File: src/rtl/decode_ctrl_stage.sv
// decode_ctrl_stage: RV32I+M main decoder, D->E control register with
// stall/flush, and a multi-cycle MUL/DIV sequencer that holds the pipeline.
// Optional build macro: ILLEGAL_CHK_EN (flag unknown/reserved encodings in IllegalE).

package decode_ctrl_stage_pkg;

    localparam logic [6:0] OP_LOAD   = 7'b0000011;
    localparam logic [6:0] OP_STORE  = 7'b0100011;
    localparam logic [6:0] OP_RTYPE  = 7'b0110011;
    localparam logic [6:0] OP_BRANCH = 7'b1100011;
    localparam logic [6:0] OP_IALU   = 7'b0010011;
    localparam logic [6:0] OP_JAL    = 7'b1101111;
    localparam logic [6:0] OP_JALR   = 7'b1100111;
    localparam logic [6:0] OP_AUIPC  = 7'b0010111;
    localparam logic [6:0] OP_LUI    = 7'b0110111;

    localparam logic [6:0] F7_BASE = 7'b0000000;
    localparam logic [6:0] F7_ALT  = 7'b0100000;
    localparam logic [6:0] F7_MD   = 7'b0000001;

    localparam logic [2:0] IMM_I = 3'b000;
    localparam logic [2:0] IMM_S = 3'b001;
    localparam logic [2:0] IMM_B = 3'b010;
    localparam logic [2:0] IMM_J = 3'b011;
    localparam logic [2:0] IMM_U = 3'b100;

    localparam logic [2:0] RES_ALU  = 3'b000;
    localparam logic [2:0] RES_MEM  = 3'b001;
    localparam logic [2:0] RES_PC4  = 3'b010;
    localparam logic [2:0] RES_PCT  = 3'b011;
    localparam logic [2:0] RES_IMM  = 3'b100;
    localparam logic [2:0] RES_MD   = 3'b101;

    localparam logic [1:0] ALUOP_ADD   = 2'b00;
    localparam logic [1:0] ALUOP_SUB   = 2'b01;
    localparam logic [1:0] ALUOP_FUNCT = 2'b10;

    // Execute-stage control word carried across the D->E boundary
    typedef struct packed {
        logic       reg_write;
        logic       mem_write;
        logic [2:0] result_src;
        logic       alu_src;
        logic [1:0] alu_op;
        logic       branch;
        logic       jump;
        logic       pc_result_src;
        logic [2:0] md_op;
        logic       md_valid;
        logic       illegal;
    } ctrl_e_t;

endpackage

module decode_ctrl_stage
    import decode_ctrl_stage_pkg::*;
#(
    parameter int unsigned MUL_CYCLES = 1,
    parameter int unsigned DIV_CYCLES = 32,
    parameter int unsigned CNT_W      = 8
) (
    input  logic       clk,
    input  logic       reset_n,
    input  logic [6:0] op,
    input  logic [2:0] funct3,
    input  logic [6:0] funct7,
    input  logic       StallE,
    input  logic       FlushE,
    output logic [2:0] ImmSrcD,
    output logic       RegWriteE,
    output logic       MemWriteE,
    output logic [2:0] ResultSrcE,
    output logic       ALUSrcE,
    output logic [1:0] ALUOpE,
    output logic       BranchE,
    output logic       JumpE,
    output logic       PCResultSrcE,
    output logic [2:0] MdOpE,
    output logic       MdValidE,
    output logic       MdDoneE,
    output logic       StallReqD,
    output logic       IllegalE
);

`ifdef ILLEGAL_CHK_EN
    localparam bit ILL_CHK = 1'b1;
`else
    localparam bit ILL_CHK = 1'b0;
`endif

    typedef enum logic [1:0] {
        S_IDLE = 2'b00,
        S_BUSY = 2'b01,
        S_DONE = 2'b10
    } state_t;

    ctrl_e_t          w_dec;
    logic [2:0]       w_imm;
    logic             w_known;
    ctrl_e_t          r_e;
    state_t           r_state;
    state_t           w_state_nxt;
    logic [CNT_W-1:0] r_cnt;
    logic [CNT_W-1:0] w_cnt_nxt;
    logic [CNT_W-1:0] w_lat;
    logic             w_stall_req;
    logic             w_load;
    logic             w_start;

    // Main decode of the D-stage fields; unknown encodings collapse to a bubble
    always_comb begin
        w_dec            = '0;
        w_dec.result_src = RES_ALU;
        w_dec.alu_op     = ALUOP_ADD;
        w_imm            = IMM_I;
        w_known          = 1'b1;
        case (op)
            OP_LOAD: begin
                w_dec.reg_write  = 1'b1;
                w_dec.alu_src    = 1'b1;
                w_dec.result_src = RES_MEM;
            end
            OP_STORE: begin
                w_imm            = IMM_S;
                w_dec.alu_src    = 1'b1;
                w_dec.mem_write  = 1'b1;
            end
            OP_RTYPE: begin
                if ((funct7 == F7_BASE) ||
                    ((funct7 == F7_ALT) && ((funct3 == 3'b000) || (funct3 == 3'b101)))) begin
                    w_dec.reg_write = 1'b1;
                    w_dec.alu_op    = ALUOP_FUNCT;
                end else if (funct7 == F7_MD) begin
                    w_dec.reg_write  = 1'b1;
                    w_dec.result_src = RES_MD;
                    w_dec.md_valid   = 1'b1;
                    w_dec.md_op      = funct3;
                end else begin
                    w_known = 1'b0;
                end
            end
            OP_BRANCH: begin
                w_imm            = IMM_B;
                w_dec.branch     = 1'b1;
                w_dec.alu_op     = ALUOP_SUB;
            end
            OP_IALU: begin
                w_dec.reg_write  = 1'b1;
                w_dec.alu_src    = 1'b1;
                w_dec.alu_op     = ALUOP_FUNCT;
            end
            OP_JAL: begin
                w_imm            = IMM_J;
                w_dec.reg_write  = 1'b1;
                w_dec.result_src = RES_PC4;
                w_dec.jump       = 1'b1;
            end
            OP_JALR: begin
                w_dec.reg_write     = 1'b1;
                w_dec.alu_src       = 1'b1;
                w_dec.result_src    = RES_PC4;
                w_dec.jump          = 1'b1;
                w_dec.pc_result_src = 1'b1;
            end
            OP_AUIPC: begin
                w_imm            = IMM_U;
                w_dec.reg_write  = 1'b1;
                w_dec.result_src = RES_PCT;
            end
            OP_LUI: begin
                w_imm            = IMM_U;
                w_dec.reg_write  = 1'b1;
                w_dec.result_src = RES_IMM;
            end
            default: begin
                w_known = 1'b0;
            end
        endcase
        w_dec.illegal = ILL_CHK & ~w_known;
    end

    assign w_stall_req = (r_state == S_BUSY);
    assign w_load      = ~FlushE & ~StallE & ~w_stall_req;
    assign w_start     = w_load & w_dec.md_valid;
    assign w_lat       = funct3[2] ? CNT_W'(DIV_CYCLES - 32'd1) : CNT_W'(MUL_CYCLES - 32'd1);

    // D->E control register: flush beats stall, stall holds, otherwise load
    always_ff @(posedge clk or negedge reset_n) begin
        if (!reset_n) begin
            r_e <= '0;
        end else if (FlushE) begin
            r_e <= '0;
        end else if (w_load) begin
            r_e <= w_dec;
        end
    end

    // Sequencer state and latency counter
    always_ff @(posedge clk or negedge reset_n) begin
        if (!reset_n) begin
            r_state <= S_IDLE;
            r_cnt   <= '0;
        end else begin
            r_state <= w_state_nxt;
            r_cnt   <= w_cnt_nxt;
        end
    end

    // Sequencer next state: count down the M-op latency, abort on flush
    always_comb begin
        w_state_nxt = r_state;
        w_cnt_nxt   = r_cnt;
        case (r_state)
            S_IDLE: begin
                if (w_start) begin
                    w_cnt_nxt   = w_lat;
                    w_state_nxt = (w_lat == '0) ? S_DONE : S_BUSY;
                end
            end
            S_BUSY: begin
                w_cnt_nxt = r_cnt - CNT_W'(1);
                if (r_cnt <= CNT_W'(1)) begin
                    w_state_nxt = S_DONE;
                    w_cnt_nxt   = '0;
                end
            end
            S_DONE: begin
                if (w_start) begin
                    w_cnt_nxt   = w_lat;
                    w_state_nxt = (w_lat == '0) ? S_DONE : S_BUSY;
                end else begin
                    w_state_nxt = S_IDLE;
                    w_cnt_nxt   = '0;
                end
            end
            default: begin
                w_state_nxt = S_IDLE;
                w_cnt_nxt   = '0;
            end
        endcase
        if (FlushE) begin
            w_state_nxt = S_IDLE;
            w_cnt_nxt   = '0;
        end
    end

    assign ImmSrcD      = w_imm;
    assign StallReqD    = w_stall_req;
    assign MdDoneE      = (r_state == S_DONE) & ~FlushE;
    assign RegWriteE    = r_e.reg_write;
    assign MemWriteE    = r_e.mem_write;
    assign ResultSrcE   = r_e.result_src;
    assign ALUSrcE      = r_e.alu_src;
    assign ALUOpE       = r_e.alu_op;
    assign BranchE      = r_e.branch;
    assign JumpE        = r_e.jump;
    assign PCResultSrcE = r_e.pc_result_src;
    assign MdOpE        = r_e.md_op;
    assign MdValidE     = r_e.md_valid;
    assign IllegalE     = r_e.illegal;

endmodule

File: config.mk
export PLATFORM = sky130hd
export DESIGN_NAME = decode_ctrl_stage
export DESIGN_NICKNAME = d
export VERILOG_FILES = /design/src/rtl/decode_ctrl_stage.sv
export SDC_FILE = /design/constraint.sdc
export NUM_CORES = 1
export LEC_CHECK = 0
export BUFFER_PORTS_ARGS = -buffer_cell sky130_fd_sc_hd__buf_2
export CAP_MARGIN = 5
export CORE_MARGIN = 10
export CORE_UTILIZATION = 45
export DETAILED_ROUTE_END_ITERATION = 8
export PLACE_DENSITY = 0.71
export SLEW_MARGIN = 0
export SYNTH_ARGS = -nofsm -noshare
export SYNTH_HDL_FRONTEND = slang
export SYNTH_SLANG_ARGS = --single-unit
File: constraint.sdc
create_clock -name clk -period 3.4 [get_ports clk]
set_input_delay 0.34 -clock clk [delete_from_list [all_inputs] [get_ports clk]]
set_output_delay 0.34 -clock clk [all_outputs]
set_load 0.05 [all_outputs]
==> run summary <==
Synth-to-Final Area Change - 15.7%
power share of the combinational group - 0.133
crit path cell chain - nor2b_2 > nor3_1 > and2_1 > nor4_2 > a221o_1
first-pass GRT wire length - 6.15 mm
static leakage - 0.852 nW
final setup fails - 0
Setup TNS - 0 ps
clock skew - 3.44 ps
Post-synth ARST share - 1.00
Core ar. - 0.00310 sq mm
worst path required time - 3610 ps
area leader, netlist - dfrtp_1
routed wl met3 - 157 um
post-synthesis sequential area ratio - 0.406
Ports - 42
Yosys top cell area share - 0.406
H-tree depth - 1
count leader, synth - dfrtp_1
WHS - -14.2 ps
Cells after Synth - 162
Crit Path Max Fanout - 8
detailed placement HPWL - 2.87 mm
Yosys reg bits - 24
drt via density - 5.60
worst slew pin tran - 665 ps
Primary FF master, synth - dfrtp_1
Peak Freq - 453 MHz
DRT Pass-1 Iters - 4
clock share of power - 0.257
row cnt - 20
routability cong. - 0.874
Max stage delay on crit path - 530 ps
final worst path period share - 0.649
Diodes inserted - 0
Fin. Hold Viols - 24
fraction of layout cells with a size suffix above 1 - 0.250
switching power total - 0.121 mW
RSZ-0062 raised after global routing - no
wire per inst - 15.4 um
CTS Buffer Depth - 2
top post-synthesis cells by count - dfrtp_1 (24), o21ai_0 (15), nor2_1 (14)
Routed Antenna Nets - 0
kind of critical path - reg -> reg
EDFF count, synth - 0
peak supply drop - 0.136 mV
internal power - 0.348 mW
pwr/cell area - 274 mW/mm^2
failing checks - hold timing
number of CTS-inserted buffers - 3
Synthesized Nets - 185
GRT Total Usage - 0.122
Final min period - 2210 ps
total grt overflow - 0
Startpoint Class - flip-flop
unique cell type count in the Yosys netlist - 44
DR iter-0 viols - 57
CP arrival - 2410 ps
WL final - 3.69 mm
Clock Latency Late Sink - 310 ps
Sink Count - 24
met1 wire length - 1.69 mm
fin. max-slew vios - 0
Tot Pwr - 0.469 mW
Final #Nets - 221
mapped cell area - 0.00148 sq mm
die outline height - 77.3 um
syn avg cell area - 9.12 sq um
CTS tree - yes
met2 WL - 1.79 mm
clk root buf - clkbuf_4
Top Layer Used - met4
synth warn - 0
CTS clk-pin slew, worst paths - 120 ps
share of power burned in registers - 0.610
initial antenna violation count - 0
placed cell area - 0.00169 sq mm
Die ar. - 0.00598 sq mm
CP max stage cell - nor3_1
largest net degree at the start of global routing - 25
maxcap violations - 0
Slew HR - 0.553
IO Port Bufs - 40
Worst R2R Setup Slack - 1190 ps
initial core utilization - 0.476
Net Sw Frac - 0.258
post_cts resized - 0
post-CTS setup buffer count - 0
via total after detailed routing - 1343
Remaining DRCs - 0
outcome - finished, violations left
fin area - 0.00171 sq mm
HP Class - in -> async
vias in the first global route - 1339
Post-CTS Hold Fix Bufs - 0
Die X - 77.3 um
Synth area leaders - dfrtp_1 (41%), o21ai_0 (5.1%), nand3b_1 (4.1%)
Worst Setup End Kind - flip-flop
[routing by layer]
layer / track usage / up-vias
li1: - / 661
met1: 0.146 / 637
met2: 0.207 / 41
met3: 0.0198 / 4
met4: 0.0547 / 0
met5: 0 / -
[path summary, 6_finish.rpt]
path,endpoint,start,cells after the start
max in group asynchronous,r_state[1],reset_n,1
setup reg to reg,r_cnt[2],r_state[0],5
hold / removal,r_cnt[0],reset_n,1
hold reg to reg,ResultSrcE[2],ResultSrcE[2],2
setup / recovery,r_cnt[2],r_state[0],5
min in group clk,PCResultSrcE,op[3],2
[power groups by stage]
| stage | sequential, mW | clock, mW | combinational [mW] |
|---|---|---|---|
| after global placement | 0.292 | 0 | 0.0607 |
| after global routing | 0.287 | 0.133 | 0.0696 |
| after detailed placement | 0.292 | 0 | 0.0623 |
| after floorplan | 0.294 | 0 | 0.0340 |
| after CTS | 0.286 | 0.122 | 0.0626 |
| final | 0.286 | 0.120 | 0.0623 |
[worst max-delay path: cells and delay by family, from the launching register on]
family	cells	cell delay (ps)
AOI/OAI and AO/OA	1	360
DFF	1	460
and+or+nand+nor	4	1290
[placed cells by master, fill, tap and decap left out, types with 2 or more instances in the layout]
| cell | netlist | final |
|---|---|---|
| buf_2 | 3 | 40 |
| dfrtp_1 | 24 | 24 |
| o21ai_0 | 15 | 15 |
| nor2_1 | 14 | 14 |
| nand2_1 | 11 | 11 |
| nand3b_1 | 8 | 8 |
| inv_1 | 7 | 7 |
| nor4_1 | 6 | 6 |
| a21oi_1 | 5 | 5 |
| nor3_1 | 5 | 5 |
| nor2b_1 | 5 | 5 |
| a22o_1 | 5 | 5 |
| nand3_1 | 4 | 4 |
| a32o_1 | 4 | 4 |
| xor2_1 | 3 | 3 |
| o211ai_1 | 3 | 3 |
| xnor2_1 | 3 | 3 |
| clkbuf_4 | 0 | 3 |
| a21o_1 | 2 | 2 |
| and2_1 | 2 | 2 |
| nand2b_1 | 2 | 2 |
| or3_1 | 2 | 2 |
| a22oi_1 | 2 | 2 |
| ha_1 | 2 | 2 |
[area by class of cell]
| type | instances | area (sq um) |
|---|---|---|
| Inverter | 7 | 26.3 |
| Sequential cell | 24 | 601 |
| Fill cell | 301 | 1390 |
| Timing Repair Buffer | 40 | 200 |
| Multi-Input combinational cell | 122 | 806 |
| Clock buffer | 3 | 22.5 |
| Tap cell | 44 | 55.1 |
[through the flow]
stage	worst slack [ps]	hold WS [ps]	instances	util
6_report	1190	-14.2	240	0.551
5_1_grt	996	8.77	240	0.551
3_5_place_dp	1180	346	237	0.544
4_1_cts	1170	2.03	240	0.551
2_1_floorplan	1030	44.4	162	-
3_3_place_gp	1280	345	237	0.544
[flip-flops by register name (all words and copies together) (netlist names)]
name	cells
MemWriteE	1
MdOpE	3
ALUOpE	2
r_state	2
PCResultSrcE	1
r_cnt	8
RegWriteE	1
ALUSrcE	1
ResultSrcE	3
MdValidE	1
JumpE	1
[cells by family (layout without fill, tap and decap cells)]
kind of cell | count (synthesis) | after routing | share of synthesized area
AOI/OAI and AO/OA | 42 | 42 | 0.208
xor gates and xnor gates | 6 | 6 | 0.0356
adders and majority gates | 2 | 2 | 0.0169
buffers and inverters | 16 | 50 | 0.0483
DFF | 24 | 24 | 0.406
muxes | 1 | 1 | 0.00677
other | 1 | 1 | 0.00254
and+or+nand+nor | 70 | 70 | 0.275
Note: power is estimated with default switching activity, not from simulation.
